$ cat src/rtl/axi4_lsu_master_if.sv
`default_nettype none
// ============================================================================
// Module      : axi4_lsu_master_if
// Description : Single-beat AXI4 bus bundle (AR/R/AW/W/B) shared by the LSU
//               initiator and its responder.
// Revision    : 1.0 - initial release
// ============================================================================
interface axi4_lsu_master_if #(
    parameter int DATA_W = 32
);
    logic                  arvalid;
    logic                  arready;
    logic [31:0]           araddr;
    logic [3:0]            arid;
    logic [7:0]            arlen;
    logic [2:0]            arsize;
    logic [1:0]            arburst;

    logic                  rvalid;
    logic                  rready;
    logic [DATA_W-1:0]     rdata;
    logic [1:0]            rresp;
    logic [3:0]            rid;
    logic                  rlast;

    logic                  awvalid;
    logic                  awready;
    logic [31:0]           awaddr;
    logic [3:0]            awid;
    logic [7:0]            awlen;
    logic [2:0]            awsize;
    logic [1:0]            awburst;

    logic                  wvalid;
    logic                  wready;
    logic [DATA_W-1:0]     wdata;
    logic [DATA_W/8-1:0]   wstrb;
    logic                  wlast;

    logic                  bvalid;
    logic                  bready;
    logic [1:0]            bresp;
    logic [3:0]            bid;

    modport master (
        output arvalid, araddr, arid, arlen, arsize, arburst,
        input  arready,
        input  rvalid, rdata, rresp, rid, rlast,
        output rready,
        output awvalid, awaddr, awid, awlen, awsize, awburst,
        input  awready,
        output wvalid, wdata, wstrb, wlast,
        input  wready,
        input  bvalid, bresp, bid,
        output bready
    );

    modport slave (
        input  arvalid, araddr, arid, arlen, arsize, arburst,
        output arready,
        output rvalid, rdata, rresp, rid, rlast,
        input  rready,
        input  awvalid, awaddr, awid, awlen, awsize, awburst,
        output awready,
        input  wvalid, wdata, wstrb, wlast,
        output wready,
        output bvalid, bresp, bid,
        input  bready
    );
endinterface
`default_nettype wire

$ cat src/rtl/axi4_lsu_master.sv
`default_nettype none
// ============================================================================
// Module      : axi4_lsu_master
// Description : Single-outstanding AXI4 initiator turning load/store requests
//               into single-beat reads/writes. Optional macro
//               AXI_ALIGN_CHECK_EN rejects misaligned requests locally.
// Revision    : 1.0 - initial release
// ============================================================================
module axi4_lsu_master #(
    parameter logic [3:0] AXI_ID = 4'd0,
    parameter int         DATA_W = 32
) (
    input  wire logic                clock,
    input  wire logic                reset,
    input  wire logic                req_valid,
    output logic                     req_ready,
    input  wire logic                req_wen,
    input  wire logic [31:0]         req_addr,
    input  wire logic [2:0]          req_size,
    input  wire logic [DATA_W-1:0]   req_wdata,
    input  wire logic [DATA_W/8-1:0] req_wstrb,
    output logic                     resp_valid,
    input  wire logic                resp_ready,
    output logic [DATA_W-1:0]        resp_rdata,
    output logic                     resp_err,
    axi4_lsu_master_if.master        axi
);

    localparam logic [2:0] c_ST_IDLE  = 3'd0;
    localparam logic [2:0] c_ST_RADDR = 3'd1;
    localparam logic [2:0] c_ST_RDATA = 3'd2;
    localparam logic [2:0] c_ST_WRITE = 3'd3;
    localparam logic [2:0] c_ST_WRESP = 3'd4;
    localparam logic [2:0] c_ST_RESP  = 3'd5;
    localparam logic [1:0] c_BURST_INCR = 2'b01;

    logic [2:0]          r_state;
    logic [31:0]         r_addr;
    logic [2:0]          r_size;
    logic [DATA_W-1:0]   r_wdata;
    logic [DATA_W/8-1:0] r_wstrb;
    logic                r_arvalid, r_awvalid, r_wvalid, r_rready, r_bready;
    logic                r_resp_valid, r_resp_err;
    logic [DATA_W-1:0]   r_resp_rdata;

    logic w_misaligned;
    logic w_aw_done, w_w_done;

`ifdef AXI_ALIGN_CHECK_EN
    always_comb begin
        w_misaligned = 1'b0;
        case (req_size)
            3'd0:    w_misaligned = 1'b0;
            3'd1:    w_misaligned = req_addr[0];
            3'd2:    w_misaligned = |req_addr[1:0];
            default: w_misaligned = 1'b1;
        endcase
    end
`else
    assign w_misaligned = 1'b0;
`endif

    // A channel counts as done once its valid has dropped or it fires this cycle.
    assign w_aw_done = !r_awvalid || axi.awready;
    assign w_w_done  = !r_wvalid  || axi.wready;

    always_ff @(posedge clock) begin
        if (reset) begin
            r_state      <= c_ST_IDLE;
            r_addr       <= '0;
            r_size       <= '0;
            r_wdata      <= '0;
            r_wstrb      <= '0;
            r_arvalid    <= 1'b0;
            r_awvalid    <= 1'b0;
            r_wvalid     <= 1'b0;
            r_rready     <= 1'b0;
            r_bready     <= 1'b0;
            r_resp_valid <= 1'b0;
            r_resp_err   <= 1'b0;
            r_resp_rdata <= '0;
        end else begin
            case (r_state)
                c_ST_IDLE: begin
                    if (req_valid) begin
                        r_addr  <= req_addr;
                        r_size  <= req_size;
                        r_wdata <= req_wdata;
                        r_wstrb <= req_wstrb;
                        if (w_misaligned) begin
                            r_resp_valid <= 1'b1;
                            r_resp_err   <= 1'b1;
                            r_resp_rdata <= '0;
                            r_state      <= c_ST_RESP;
                        end else if (req_wen) begin
                            r_awvalid <= 1'b1;
                            r_wvalid  <= 1'b1;
                            r_state   <= c_ST_WRITE;
                        end else begin
                            r_arvalid <= 1'b1;
                            r_state   <= c_ST_RADDR;
                        end
                    end
                end
                c_ST_RADDR: begin
                    if (axi.arready) begin
                        r_arvalid <= 1'b0;
                        r_rready  <= 1'b1;
                        r_state   <= c_ST_RDATA;
                    end
                end
                c_ST_RDATA: begin
                    if (axi.rvalid) begin
                        r_rready     <= 1'b0;
                        r_resp_rdata <= axi.rdata;
                        r_resp_err   <= (axi.rresp != 2'b00) || (axi.rid != AXI_ID) || !axi.rlast;
                        r_resp_valid <= 1'b1;
                        r_state      <= c_ST_RESP;
                    end
                end
                c_ST_WRITE: begin
                    if (r_awvalid && axi.awready) r_awvalid <= 1'b0;
                    if (r_wvalid && axi.wready)   r_wvalid  <= 1'b0;
                    if (w_aw_done && w_w_done) begin
                        r_bready <= 1'b1;
                        r_state  <= c_ST_WRESP;
                    end
                end
                c_ST_WRESP: begin
                    if (axi.bvalid) begin
                        r_bready     <= 1'b0;
                        r_resp_rdata <= '0;
                        r_resp_err   <= (axi.bresp != 2'b00) || (axi.bid != AXI_ID);
                        r_resp_valid <= 1'b1;
                        r_state      <= c_ST_RESP;
                    end
                end
                c_ST_RESP: begin
                    if (resp_ready) begin
                        r_resp_valid <= 1'b0;
                        r_state      <= c_ST_IDLE;
                    end
                end
                default: r_state <= c_ST_IDLE;
            endcase
        end
    end

    assign req_ready   = (r_state == c_ST_IDLE);
    assign resp_valid  = r_resp_valid;
    assign resp_rdata  = r_resp_rdata;
    assign resp_err    = r_resp_err;

    assign axi.arvalid = r_arvalid;
    assign axi.araddr  = r_addr;
    assign axi.arid    = AXI_ID;
    assign axi.arlen   = 8'd0;
    assign axi.arsize  = r_size;
    assign axi.arburst = c_BURST_INCR;
    assign axi.rready  = r_rready;

    assign axi.awvalid = r_awvalid;
    assign axi.awaddr  = r_addr;
    assign axi.awid    = AXI_ID;
    assign axi.awlen   = 8'd0;
    assign axi.awsize  = r_size;
    assign axi.awburst = c_BURST_INCR;
    assign axi.wvalid  = r_wvalid;
    assign axi.wdata   = r_wdata;
    assign axi.wstrb   = r_wstrb;
    assign axi.wlast   = 1'b1;
    assign axi.bready  = r_bready;

endmodule
`default_nettype wire
$ cat src/flat_wrapper.sv
// flat-port wrapper written by rule: the top's interface ports become plain ports
module axi4_lsu_master_flat 
#(
    parameter logic [3:0] AXI_ID = 4'd0,
    parameter int         DATA_W = 32
)
  (clock, reset, req_valid, req_ready, req_wen, req_addr, req_size, req_wdata, req_wstrb, resp_valid, resp_ready, resp_rdata, resp_err, axi_arvalid, axi_araddr, axi_arid, axi_arlen, axi_arsize, axi_arburst, axi_arready, axi_rvalid, axi_rdata, axi_rresp, axi_rid, axi_rlast, axi_rready, axi_awvalid, axi_awaddr, axi_awid, axi_awlen, axi_awsize, axi_awburst, axi_awready, axi_wvalid, axi_wdata, axi_wstrb, axi_wlast, axi_wready, axi_bvalid, axi_bresp, axi_bid, axi_bready);
  axi4_lsu_master_if #(.DATA_W(DATA_W)) axi_i ();
  input  wire logic clock;
  input  wire logic reset;
  input  wire logic req_valid;
  output logic req_ready;
  input  wire logic req_wen;
  input  wire logic [31:0] req_addr;
  input  wire logic [2:0] req_size;
  input  wire logic [DATA_W-1:0] req_wdata;
  input  wire logic [DATA_W/8-1:0] req_wstrb;
  output logic resp_valid;
  input  wire logic resp_ready;
  output logic [DATA_W-1:0] resp_rdata;
  output logic resp_err;
  output wire logic [$bits(axi_i.arvalid)-1:0] axi_arvalid;
  output wire logic [$bits(axi_i.araddr)-1:0] axi_araddr;
  output wire logic [$bits(axi_i.arid)-1:0] axi_arid;
  output wire logic [$bits(axi_i.arlen)-1:0] axi_arlen;
  output wire logic [$bits(axi_i.arsize)-1:0] axi_arsize;
  output wire logic [$bits(axi_i.arburst)-1:0] axi_arburst;
  input wire logic [$bits(axi_i.arready)-1:0] axi_arready;
  input wire logic [$bits(axi_i.rvalid)-1:0] axi_rvalid;
  input wire logic [$bits(axi_i.rdata)-1:0] axi_rdata;
  input wire logic [$bits(axi_i.rresp)-1:0] axi_rresp;
  input wire logic [$bits(axi_i.rid)-1:0] axi_rid;
  input wire logic [$bits(axi_i.rlast)-1:0] axi_rlast;
  output wire logic [$bits(axi_i.rready)-1:0] axi_rready;
  output wire logic [$bits(axi_i.awvalid)-1:0] axi_awvalid;
  output wire logic [$bits(axi_i.awaddr)-1:0] axi_awaddr;
  output wire logic [$bits(axi_i.awid)-1:0] axi_awid;
  output wire logic [$bits(axi_i.awlen)-1:0] axi_awlen;
  output wire logic [$bits(axi_i.awsize)-1:0] axi_awsize;
  output wire logic [$bits(axi_i.awburst)-1:0] axi_awburst;
  input wire logic [$bits(axi_i.awready)-1:0] axi_awready;
  output wire logic [$bits(axi_i.wvalid)-1:0] axi_wvalid;
  output wire logic [$bits(axi_i.wdata)-1:0] axi_wdata;
  output wire logic [$bits(axi_i.wstrb)-1:0] axi_wstrb;
  output wire logic [$bits(axi_i.wlast)-1:0] axi_wlast;
  input wire logic [$bits(axi_i.wready)-1:0] axi_wready;
  input wire logic [$bits(axi_i.bvalid)-1:0] axi_bvalid;
  input wire logic [$bits(axi_i.bresp)-1:0] axi_bresp;
  input wire logic [$bits(axi_i.bid)-1:0] axi_bid;
  output wire logic [$bits(axi_i.bready)-1:0] axi_bready;
  assign axi_arvalid = axi_i.arvalid;
  assign axi_araddr = axi_i.araddr;
  assign axi_arid = axi_i.arid;
  assign axi_arlen = axi_i.arlen;
  assign axi_arsize = axi_i.arsize;
  assign axi_arburst = axi_i.arburst;
  assign axi_i.arready = axi_arready;
  assign axi_i.rvalid = axi_rvalid;
  assign axi_i.rdata = axi_rdata;
  assign axi_i.rresp = axi_rresp;
  assign axi_i.rid = axi_rid;
  assign axi_i.rlast = axi_rlast;
  assign axi_rready = axi_i.rready;
  assign axi_awvalid = axi_i.awvalid;
  assign axi_awaddr = axi_i.awaddr;
  assign axi_awid = axi_i.awid;
  assign axi_awlen = axi_i.awlen;
  assign axi_awsize = axi_i.awsize;
  assign axi_awburst = axi_i.awburst;
  assign axi_i.awready = axi_awready;
  assign axi_wvalid = axi_i.wvalid;
  assign axi_wdata = axi_i.wdata;
  assign axi_wstrb = axi_i.wstrb;
  assign axi_wlast = axi_i.wlast;
  assign axi_i.wready = axi_wready;
  assign axi_i.bvalid = axi_bvalid;
  assign axi_i.bresp = axi_bresp;
  assign axi_i.bid = axi_bid;
  assign axi_bready = axi_i.bready;
  axi4_lsu_master #(.AXI_ID(AXI_ID), .DATA_W(DATA_W)) u_core (.clock(clock), .reset(reset), .req_valid(req_valid), .req_ready(req_ready), .req_wen(req_wen), .req_addr(req_addr), .req_size(req_size), .req_wdata(req_wdata), .req_wstrb(req_wstrb), .resp_valid(resp_valid), .resp_ready(resp_ready), .resp_rdata(resp_rdata), .resp_err(resp_err), .axi(axi_i));
endmodule
$ cat config.mk
export PLATFORM = sky130hd
export DESIGN_NAME = axi4_lsu_master_flat
export DESIGN_NICKNAME = d
export VERILOG_FILES = /design/src/rtl/axi4_lsu_master_if.sv /design/src/rtl/axi4_lsu_master.sv /design/src/flat_wrapper.sv
export SDC_FILE = /design/constraint.sdc
export NUM_CORES = 1
export LEC_CHECK = 0
export ABC_AREA = 1
export BUFFER_PORTS_ARGS = -buffer_cell sky130_fd_sc_hd__buf_2
export CAP_MARGIN = 10
export CORE_ASPECT_RATIO = 0.6
export CORE_UTILIZATION = 48
export DETAILED_ROUTE_END_ITERATION = 6
export PLACE_DENSITY_LB_ADDON = 0.2
export REMOVE_ABC_BUFFERS = 1
export SYNTH_ARGS = -nofsm -noshare
export SYNTH_HDL_FRONTEND = slang
export SYNTH_SLANG_ARGS = --single-unit
$ cat constraint.sdc
create_clock -name clock -period 3.5 [get_ports clock]
set_clock_uncertainty 0.05 [all_clocks]
set_input_delay 0.35 -clock clock [delete_from_list [all_inputs] [get_ports clock]]
set_output_delay 0.35 -clock clock [all_outputs]
set_load 0.01 [all_outputs]
# Word-level counts from Yosys, hierarchy flattened
# Cells that the tools add are included.
[word_totals] reg_bits=113 word_cells=93 output_inout_bits=175 inputBits=126
[op_classes] n_eq_ne=15 muxes=34 reduce_logical=31
[op_table] operator="32-bit 2-to-1 mux" n=2
[op_table] operator="32-bit case mux with 2 select lines" n=1
[op_table] operator="3-bit 2-to-1 mux" n=6
[op_table] operator="3-bit case mux with 6 select lines" n=1
[op_table] operator="1-bit 2-to-1 mux" n=16
[op_table] operator="4-bit AND reduction" n=4
[op_table] operator="2-bit nonzero test" n=7
[op_table] operator="2-bit inequality test, second input constant" n=6
[op_table] operator="1-bit case mux with 2 select lines" n=6
[op_table] operator="3-bit AND reduction" n=3
[op_table] operator="2-bit by 1-bit inequality test with 1-bit output, second input constant" n=4
[op_table] operator="4-bit nonzero test" n=2
[op_table] operator="3-bit by 2-bit equality test with 1-bit output, second input constant" n=2
[op_table] operator="3-bit equality test, second input constant" n=2
[op_table] operator="6-bit AND reduction" n=1
[op_table] operator="1-bit logical OR" n=5
[op_table] operator="3-bit by 1-bit equality test with 1-bit output, second input constant" n=1
[op_table] operator="1-bit logical AND" n=3
[op_table] operator="1-bit logical NOT" n=3
[op_table] operator="3-bit logical NOT" n=1
[op_table] operator="1-bit case mux with 3 select lines" n=1
[op_table] operator="3-bit nonzero test" n=1
[op_table] operator="2-bit 2-to-1 mux" n=1
[op_table] operator="2-bit AND reduction" n=1

# Logic depth before layout (Yosys ltp)
[depth] ltp_word=5 mapped_depth=11 mapped_depth_nobuf=10

# Worst setup path after synthesis
# No wires, ideal clock.
[synth_timing] path_type="register -> register" from="register u_core.r_state[1]" to="register u_core.r_resp_rdata[11], in the netlist u_core.resp_rdata[11]" n_path_buf=3 period_less_slack_ns=1.426 t_arrival_ns=1.246 stages_incl_launch_ff=12 setup_slack_ns=2.074 setup_time_ns=0.131 required_ns=3.319 cell_sequence="dfxtp_1 buf_6 nor2_4 nand2_4 inv_4 nor2_4 nor2_4 buf_12 buf_12 nand2_4 o21ai_2 nor2_2"
[synth_via] elab_chain_cells=3 elab_cells_between_ends=7 cone_classes="eq/ne: 4; mux: 1; reduce/logical: 2"
[synth_rtl] element="from (decl)" line="axi4_lsu_master.sv:37" source="logic [2:0] r_state;"
[synth_rtl] element="from (signal assigned)" line="axi4_lsu_master.sv:69" source="r_state <= c_ST_IDLE;"
[synth_rtl] element="from (signal assigned)" line="axi4_lsu_master.sv:94" source="r_state <= c_ST_RESP;"
[synth_rtl] element="from (signal assigned)" line="axi4_lsu_master.sv:98" source="r_state <= c_ST_WRITE;"
[synth_rtl] element="3-bit equality test or 3-bit by 2-bit equality test with 1-bit output (tied branches)" line="axi4_lsu_master.sv:83" source="case (r_state)"
[synth_rtl] element="2-bit inequality test (no source line) or 2-bit nonzero test (tied branches)"
[synth_rtl] element="3-bit AND reduction (no source line)"
[synth_rtl] element="to (signal assigned)" line="axi4_lsu_master.sv:115" source="r_resp_rdata <= axi.rdata;"
[synth_rtl] element="to (decl)" line="axi4_lsu_master.sv:44" source="logic [DATA_W-1:0] r_resp_rdata;"
# Several ways; a longest one is shown, not always the timed one.
# A chain may end at the register's enable or synchronous reset.

# Worst setup path after layout
[layout_timing] from="register u_core.r_state[0]" to="output port req_ready"
[layout_via] elab_chain_cells=1
[layout_rtl] element="3-bit logical NOT" line="axi4_lsu_master.sv:149" source="assign req_ready = (r_state == c_ST_IDLE);"
[layout_rtl] element="to (decl)" line="flat_wrapper.sv:12" source="output logic req_ready;"
# Every way passes these cells.

==> parameters.txt <==
Parameter                              Value

Power and ir drop
  Overall power    6.68 mW
  Static power due to leakage    ~3.6 nW
  IR drop worst, VDD    about 0.54 mV
  Pwr dens    955 nW/µm²

Timing
  Max-slew violations    0
  Maximum clock frequency    between 0.4 and 0.5 GHz
  Number of failing setup endpoints in the final timing report    0
  Final WS setup    between 1 and 1.5 ns
  Slew margin rel.    51.1%
  Fin crit period    between 2 and 2.5 ns
  Total negative setup slack    0 ns
  Final hold vios    0
  Actual slew at the worst max-slew pin    roughly 0.73 ns
  Part of the cycle the worst path needs    between 60% and 70%
  Setup repair after global routing missed its margin    false

Route
  Post-route DRC    0
  Vias/cell    between 4 and 5
  Post-detailed-route count of antenna-violating nets    0
  Drt first pass iters    4
  Average wire per standard cell    ~13 µm
  Via count    about 5k
  Drt initial violations    about 250
  Aggregate routed wire length    13.8 mm

Floorplanning
  Die Footprint    approximately 12000 µm²
  Chip width    ~140 µm
  Core outline area    10800 µm²
  Chip height    ~85 µm
  Initial core utilization    between 50 and 60%
  Number of rows in the core area    29
  Top-Level Pins    approximately 300

Critical path
  CP Data Arrival Time    2.00 ns
  Source of the worst register-to-register timing path    u_core.r_state[2]$_SDFFE_PP0P_
  Critical Path Sink    req_ready
  Endpoint kind of the worst setup timing path    output pin
  CP required    3.10 ns
  Startpoint Class    register
  Start-to-end type of the worst setup path    reg2out
  Launch point of the worst path    u_core.r_state[0]$_SDFFE_PP0P_
  Reg2Reg Capture Point    u_core.resp_err$_SDFFE_PP0P_
  Worst-path fanout max    73
  Number of cell instances on the worst register-to-register path    8
  Worst reg2reg setup slack    between 1 and 1.5 ns

Clock network
  Clk root buf    sky130_fd_sc_hd__clkbuf_16
  Hold Buf Count CTS    0
  Number of buffers between clock root and the deepest sink    2
  Clock transition time at the flip-flop clock pins of the worst setup and hold paths    ~0.05 ns
  CTS H-tree depth    4
  Total number of clock tree sinks    around 110
  Clock tree from TritonCTS    done
  Cells resized by post-CTS repair    0
  Clock latency of the later-clocked register in the worst-skew pair    0.39 ns
  # Post-CTS Setup Buffers    0
  Number of buffers added by the clock tree synthesis step    17

Cells and area
  Most frequent cells in the layout    sky130_fd_sc_hd__buf_2, sky130_fd_sc_hd__nand2_1, sky130_fd_sc_hd__dfxtp_1
  Most common library cell in the layout ignoring fill and taps    sky130_fd_sc_hd__buf_2
  Layout Cells excl Fill    ~1.0k
  Fin nets    about 1.0k
  Fraction of layout instances using a drive strength above 1    between 40% and 50%
  Total inserted antenna cells    0
  Number of fillers in the final layout    917
  Final core utilization    between 60% and 70%
  Synth-to-layout area growth    28.3%
  Footprint of the multi-input gates    2380 µm²
  Seq. cell area    around 2300 µm²

GRT
  GRT Residual Overflow    0
  Total global-route track usage    a little under a quarter
  Pin count of the biggest net entering global routing    74
  Initial antenna violation count    0
  First-pass GRT wire length    roughly 22 mm
  Vias in the first global route    between 4k and 5k

Logic synthesis
  Number of synthesized register bits    around 110
  Largest area contributor in the netlist    sky130_fd_sc_hd__dfxtp_1
  Summed instance area of the synthesized netlist    between 5000 and 6000 µm²
  Sequential element share of the synthesized area    a little over 40%
  Mean instance size in the synthesized netlist    8.20 µm²
  Top cell type's share of synthesized area    just over 40%
  Count of unique library cells instantiated by Yosys    29
  Cell types with the largest area share after synthesis    sky130_fd_sc_hd__dfxtp_1, sky130_fd_sc_hd__buf_4, sky130_fd_sc_hd__nand2_1
  Instance count of the mapped netlist    approximately 670
  Total number of yosys warnings    0

Placement
  Post-detail-place hpwl    9.86 mm
  Setup Slack @ Placement    between 1 and 1.5 ns
  Placed cells    998
  IO buf count    271
  Final GP Congestion    0.847

Worst hold path
  Min-delay worst type    in2reg

Outcome
  Run status    complete, no violations

Run
  Max-cap check violation count    0
==> report_power, final <==
group / switching [mW] / internal (mW) / total [mW] / leakage [nW]
Clock: 0.579 / 1.39 / 1.97 / 0.334
Combinational: 1.78 / 1.03 / 2.81 / 2.37
Sequential: 0.271 / 1.64 / 1.91 / 0.926
Total: 2.63 / 4.05 / 6.68 / 3.63
==> flip-flops by register name (all words and copies together), names as in the netlist <==
register	flops
u_core.axi.araddr	32
u_core.axi.wdata	32
u_core.resp_rdata	32
u_core.axi.wstrb	4
u_core.axi.arsize	3
u_core.r_state	3
u_core.axi.arvalid	1
u_core.axi.awvalid	1
u_core.axi.bready	1
u_core.axi.rready	1
u_core.axi.wvalid	1
u_core.resp_err	1
u_core.resp_valid	1
==> worst min path at each step <==
stage	start	endpoint	slack (ns)	cells after the start
after floorplan	reset	u_core.resp_rdata[0]$_SDFFE_PP0P_	0.37	1
after global placement	u_core.axi.arvalid$_SDFFE_PP0P_	u_core.axi.arvalid$_SDFFE_PP0P_	0.39	2
after detailed placement	u_core.resp_valid$_SDFFE_PP0P_	u_core.resp_valid$_SDFFE_PP0P_	0.40	2
after CTS	axi_bvalid	u_core.axi.bready$_SDFFE_PP0P_	0.11	2
after global routing	axi_bvalid	u_core.axi.bready$_SDFFE_PP0P_	0.13	2
final	axi_bvalid	u_core.axi.bready$_SDFFE_PP0P_	0.12	2
==> cell type report <==
cell class              count  area share, %
clock inverters            10           2.92
clock buffers              22           6.78
multi-input cells         449           34.0
flip-flops and latches    113           32.3
well taps                 139           2.49
inverters                  18           1.00
repair buffers            279           20.5
==> cells in the mapped netlist, drive strengths merged <==
| master | n |
|---|---|
| nand3 | 79 |
| a211oi | 1 |
| nor2 | 57 |
| a21oi | 75 |
| nand2 | 168 |
| clkbuf | 20 |
| dlymetal6s2s | 2 |
| nor3 | 1 |
| o21ai | 36 |
| nand4 | 2 |
| buf | 88 |
| a31oi | 1 |
| inv | 18 |
| dlygate4sd1 | 2 |
| dfxtp | 113 |
| conb | 2 |
==> routing by layer <==
metal | up-vias | GRT usage (%) | part of all wire [%]
li1 | 2495 | - | -
met1 | 2324 | 28.0 | 43
met2 | 186 | 41.1 | 51
met3 | 5 | 5.76 | 6.1
met4 | 0 | 6.29 | 0.39
met5 | - | 0 | 0
==> cells by family after synthesis <==
| group | after synthesis | share of synthesized area, % |
|---|---|---|
| compound gates | 113 | 12.5 |
| other cells | 2 | 0.138 |
| flops | 113 | 41.5 |
| buf+inv | 130 | 16.9 |
| simple gates | 307 | 29.0 |
==> worst max-delay path, cell delays in order (launching register included) <==
cell	delay [ns]
sky130_fd_sc_hd__dfxtp_1	0.46
sky130_fd_sc_hd__nor3_4	0.25
sky130_fd_sc_hd__buf_4	0.59
sky130_fd_sc_hd__buf_2	0.26
==> metrics by stage <==
step / hold WS [ns] / area, µm²
floorplan: 0.367 / 4700
global placement: 0.387 / 6320
detailed placement: 0.399 / 6320
CTS: 0.105 / 7000
global route: 0.127 / 7000
finish: 0.121 / 7000
No activity file was read; power rests on OpenSTA's default activity.
